==> src/rtl/hazard_scoreboard_unit.sv <==
// Load-use hazard detector with multi-cycle bubble insertion and memory-busy freeze.
// Optional saturating bubble counter (StallCnt_o) is built when HAZARD_STATS_EN is defined.
module hazard_scoreboard_unit #(
    parameter int ADDR_W  = 5,
    parameter int MEM_LAT = 1,
    parameter int CNT_W   = 3
) (
    input  logic              clk_i,
    input  logic              rst_i,
    input  logic              MemRead_i,
    input  logic [ADDR_W-1:0] RDaddr_i,
    input  logic [ADDR_W-1:0] RS1addr_i,
    input  logic [ADDR_W-1:0] RS2addr_i,
    input  logic              RS1Use_i,
    input  logic              RS2Use_i,
    input  logic              MemBusy_i,
    output logic              PCWrite_o,
    output logic              Stall_o,
    output logic              NoOp_o,
    output logic              Freeze_o,
    output logic              Busy_o
`ifdef HAZARD_STATS_EN
    ,
    output logic [31:0]       StallCnt_o
`endif
);

    typedef enum logic {
        IDLE  = 1'b0,
        STALL = 1'b1
    } state_t;

    localparam logic [CNT_W-1:0] LAT_M1    = CNT_W'(MEM_LAT - 1);
    localparam logic [CNT_W-1:0] CNT_LAST  = CNT_W'(1);
    localparam bit               MULTI_CYC = (MEM_LAT > 1);

    state_t           state, state_nxt;
    logic [CNT_W-1:0] cnt, cnt_nxt;
    logic             hazard;
    logic             stall_req;
    logic             stall_act;

    // x0 is hard-wired zero and unused source fields carry garbage, so neither may match.
    assign hazard = MemRead_i && (RDaddr_i != '0) &&
                    ((RS1Use_i && (RS1addr_i == RDaddr_i)) ||
                     (RS2Use_i && (RS2addr_i == RDaddr_i)));

    always_comb begin
        // NOTE: every signal gets a default before the case so no path leaves it unassigned (no latch).
        state_nxt = state;
        cnt_nxt   = cnt;
        stall_req = 1'b0;
        case (state)
            IDLE: begin
                stall_req = hazard;
                if (MULTI_CYC && hazard && !MemBusy_i) begin
                    state_nxt = STALL;
                    cnt_nxt   = LAT_M1;
                end
            end
            STALL: begin
                // ID/EX already holds a bubble, so the hazard compare is meaningless here.
                stall_req = 1'b1;
                if (!MemBusy_i) begin
                    cnt_nxt = cnt - 1'b1;
                    if (cnt == CNT_LAST) begin
                        state_nxt = IDLE;
                    end
                end
            end
            default: begin
                state_nxt = IDLE;
                cnt_nxt   = '0;
            end
        endcase
    end

    // NOTE: state registers use non-blocking assignments so every flop samples pre-edge values.
    always_ff @(posedge clk_i or negedge rst_i) begin
        if (!rst_i) begin
            state <= IDLE;
            cnt   <= '0;
        end else begin
            state <= state_nxt;
            cnt   <= cnt_nxt;
        end
    end

    // NOTE: rst_i also gates the combinational outputs, so a hazard on the inputs cannot leak through during reset.
    assign stall_act = rst_i && stall_req;
    assign PCWrite_o = !stall_act;
    assign Stall_o   = stall_act;
    assign NoOp_o    = stall_act;
    assign Freeze_o  = rst_i && MemBusy_i;
    assign Busy_o    = (state == STALL);

`ifdef HAZARD_STATS_EN
    logic [31:0] stall_cnt;

    // Counts bubbles that actually advance down the pipe; frozen cycles repeat the same bubble.
    always_ff @(posedge clk_i or negedge rst_i) begin
        if (!rst_i) begin
            stall_cnt <= '0;
        end else if (NoOp_o && !MemBusy_i && (stall_cnt != 32'hFFFF_FFFF)) begin
            stall_cnt <= stall_cnt + 32'd1;
        end
    end

    assign StallCnt_o = stall_cnt;
`endif

endmodule

==> config.mk <==
export PLATFORM = sky130hd
export DESIGN_NAME = hazard_scoreboard_unit
export DESIGN_NICKNAME = d
export VERILOG_FILES = /design/src/rtl/hazard_scoreboard_unit.sv
export SDC_FILE = /design/constraint.sdc
export NUM_CORES = 1
export LEC_CHECK = 0
export ABC_AREA = 1
export CORE_AREA = 10 10 47 49
export DETAILED_ROUTE_END_ITERATION = 16
export DIE_AREA = 0 0 57 59
export MAX_ROUTING_LAYER = met4
export PLACE_DENSITY = 0.77
export SLEW_MARGIN = 20
export SYNTH_ARGS = -nofsm -noshare
export SYNTH_HDL_FRONTEND = slang
export SYNTH_SLANG_ARGS = --single-unit
==> constraint.sdc <==
create_clock -name clk_i -period 1.4 [get_ports clk_i]
set_input_delay 0.35 -clock clk_i [delete_from_list [all_inputs] [get_ports clk_i]]
set_output_delay 0.35 -clock clk_i [all_outputs]
set_load 0.01 [all_outputs]
==> reports/metrics.cfg <==
[detailed_routing]
avgViaCountPerCell = 4.388
drtIter0Drc = 12
ant_nets = 0
finalWirelength_um = 1434
via_count = 588
drcViolationCount = 0
dr.pass1.iters = 4
routedWlPerCell_um = 10.70

[timing]
hold_violations = 0
rsz0062_at_grt = true
fmax_mhz = 647.3
setup_ws_ps = -145.0
relSlewSlack_pct = 88.40
setup_viol = 3
fin_skew_ps = 2.935
worst_slew_pin_slew_ps = 173.4
slew_viol_final = 0
fin_crit_sh_pct = 110.4
period_minus_slack_ps = 1545

[place]
detailed_place_hpwl_um = 1223
place_congestion = 0.8070
numPortBuffers = 25

[floorplanning]
fp.dieW_um = 57
die_y_um = 59
io_pins = 26
core_area_mm2 = 0.001401
die-area_mm2 = 0.003363
start_util_pct = 31.43
core.rowCount = 14

[critical_path]
reg2reg_setup_slack_ps = 300
cp.arrival_ps = 1190
path_delay_family = simple AND/OR/NAND/NOR gates
cpMostUsedCell = nand2_2
start_kind = primary input
crit_required_ps = 1050
path_class = in -> out
path_cells = buf_12 -> inv_12 -> nand2_4 -> nand2_2 -> nor2_2 -> nand3_1 -> nand2_1 -> nand2_2 -> a21oi_4 -> buf_6
setup.worst_path.end_class = output port
crit_slowest_cell = a21oi_4
crit_buf_inv = 3
cp_max_fo = 4
worst_path_largest_cell_delay_ps = 170

[clock_network]
clkTransAtPathRegs_ps = 30
ctsRootBufferMaster = clkbuf_4
cts.sinks = 4
ctsLongestPathBuffers = 2
cts_max_level = 1
hold_buffers = 0
postCtsSetupRepairBufs = 0
tritoncts = done
clkLatencyLatePin_ps = 240
numCtsBuffers = 3

[synth]
synth-main-ff-cell = dfrtp_1
async_reset_ff_share_pct = 100.0
synth_area_leader_cell = nand2_1
synth_nets = 105
ys_seq_area_share_pct = 22.73
syn_area_um2 = 440.4
synth_top_area_share_pct = 28.98
synth_area_per_cell_um2 = 5.371
synth_edf_count = 0
yosysMostFrequentCell = nand2_1
ys_top_cells_by_area = nand2_1, dfrtp_1, inv_1
ys_ff_latch = 4
synthTopCellsByCount = nand2_1, inv_1, nor2_1
synth.distinct_cells = 14
synth_warnings = 0
syn-instance-count = 82

[finish]
final_core_util_pct = 62.50
fill_cells = 132
nNetsFinal = 143
diodes = 0
syn_to_final_growth_pct = 98.86
layout-drive-gt1-share_pct = 40.68

[flow_run]
drv_cap = 0

[grt]
grt_overflow_total = 0
antenna_found_initial = 0
grt_pass1_wl_um = 2518
grt_use_total_pct = 9.330
grt_pass1_vias = 606
grt_max_degree = 5

[power_and_ir_drop]
p_leak_nw = 0.5293
p_per_area_mw_per_mm2 = 494.1
ir_drop_mv = 0.3805
power.total_uw = 432.8

[worst_hold_path]
hp-class = in -> async

[outcome]
violations = setup timing
outcome = complete, but fails checks

[worst register-to-register path, delay by kind of cell, from the launching register on]
family | cells | cell delay (ps)
and+or+nand+nor | 1 | 150
xor gates and xnor gates | 1 | 140
buffers and inverters | 3 | 380
DFF | 1 | 330
[metal layers]
metal / up-vias / wire, um / global-route usage (%)
li1: 311 / - / -
met1: 257 / 536 / 9.146
met2: 16 / 817 / 16.43
met3: 4 / 57 / 2.575
met4: 0 / 21 / 5.034
met5: - / 0 / -
[flip-flops by register name, summed over array words and instances (netlist names)]
signal and flops:
cnt 3, Busy_o 1
[final timing paths]
path,from,endpoint,cells after the start
worst max register to register,Busy_o,cnt[0],5
worst min register to register,cnt[0],cnt[0],1
worst min-delay path,rst_i,cnt[0],2
max in group asynchronous,rst_i,cnt[2],2
worst max-delay path,RDaddr_i[3],NoOp_o,10
min in group clk_i,cnt[0],cnt[0],1
[through the flow]
| stage | hold slack [ps] | instance area [um2] | setup slack, ps | setup TNS (ps) | instances |
|---|---|---|---|---|---|
| after floorplan | 54.41 | 486.7 | -2.443 | -2.443 | 82 |
| after global placement | 486.4 | 813.3 | -1128 | -3778 | 131 |
| after detailed placement | 497.5 | 813.3 | -1150 | -3873 | 131 |
| after CTS | 186.6 | 834.6 | -121.2 | -350.9 | 134 |
| after global routing | 224.5 | 875.8 | -215.6 | -605.5 | 134 |
| final | 196.6 | 875.8 | -145.0 | -378.1 | 134 |
[timing repair]
| item | 4_1_cts | 5_1_grt |
|---|---|---|
| setup endpoints to repair | 5 | 3 |
| gates resized for setup | 108 | 15 |
| pin swaps | 24 | 17 |
[layout make-up]
| cell class | instances | area [um2] | area share, % |
|---|---|---|---|
| clock buffer | 3 | 22.52 | 2.571 |
| inverter | 21 | 111.4 | 12.71 |
| multi-input combinational | 56 | 284.0 | 32.43 |
| sequential | 4 | 100.1 | 11.43 |
| tap | 16 | 20.02 | 2.286 |
| timing repair buffer | 34 | 337.8 | 38.57 |
[cell usage in the layout (no fill, tap or decap), types with 3 or more instances in the layout]
| master | instances |
|---|---|
| nand2_1 | 29 |
| dlygate4sd2_1 | 4 |
| buf_6 | 12 |
| nand2_2 | 5 |
| dfrtp_1 | 4 |
| nor2_1 | 8 |
| clkbuf_4 | 3 |
| inv_2 | 3 |
| buf_2 | 4 |
| buf_8 | 4 |
| inv_1 | 14 |
| buf_4 | 7 |
[power by group]
part | switching (mW) | leakage, nW | internal [mW]
combinational | 0.0711 | 0.470 | 0.0966
sequential | 0.00232 | 0.0460 | 0.119
clock | 0.0475 | 0.0138 | 0.0959
total | 0.121 | 0.529 | 0.312
[logic make-up (layout without fill, tap and decap cells)]
logic type	after synthesis	count (layout)	synth area share (%)
AOI/OAI and AO/OA	4	4	5.397
xor gates and xnor gates	2	2	3.978
adders and majority gates	2	2	5.681
buffers and inverters	22	58	19.60
DFF	4	4	22.73
and+or+nand+nor	48	48	42.62
Power figures use the tool's default switching activity.
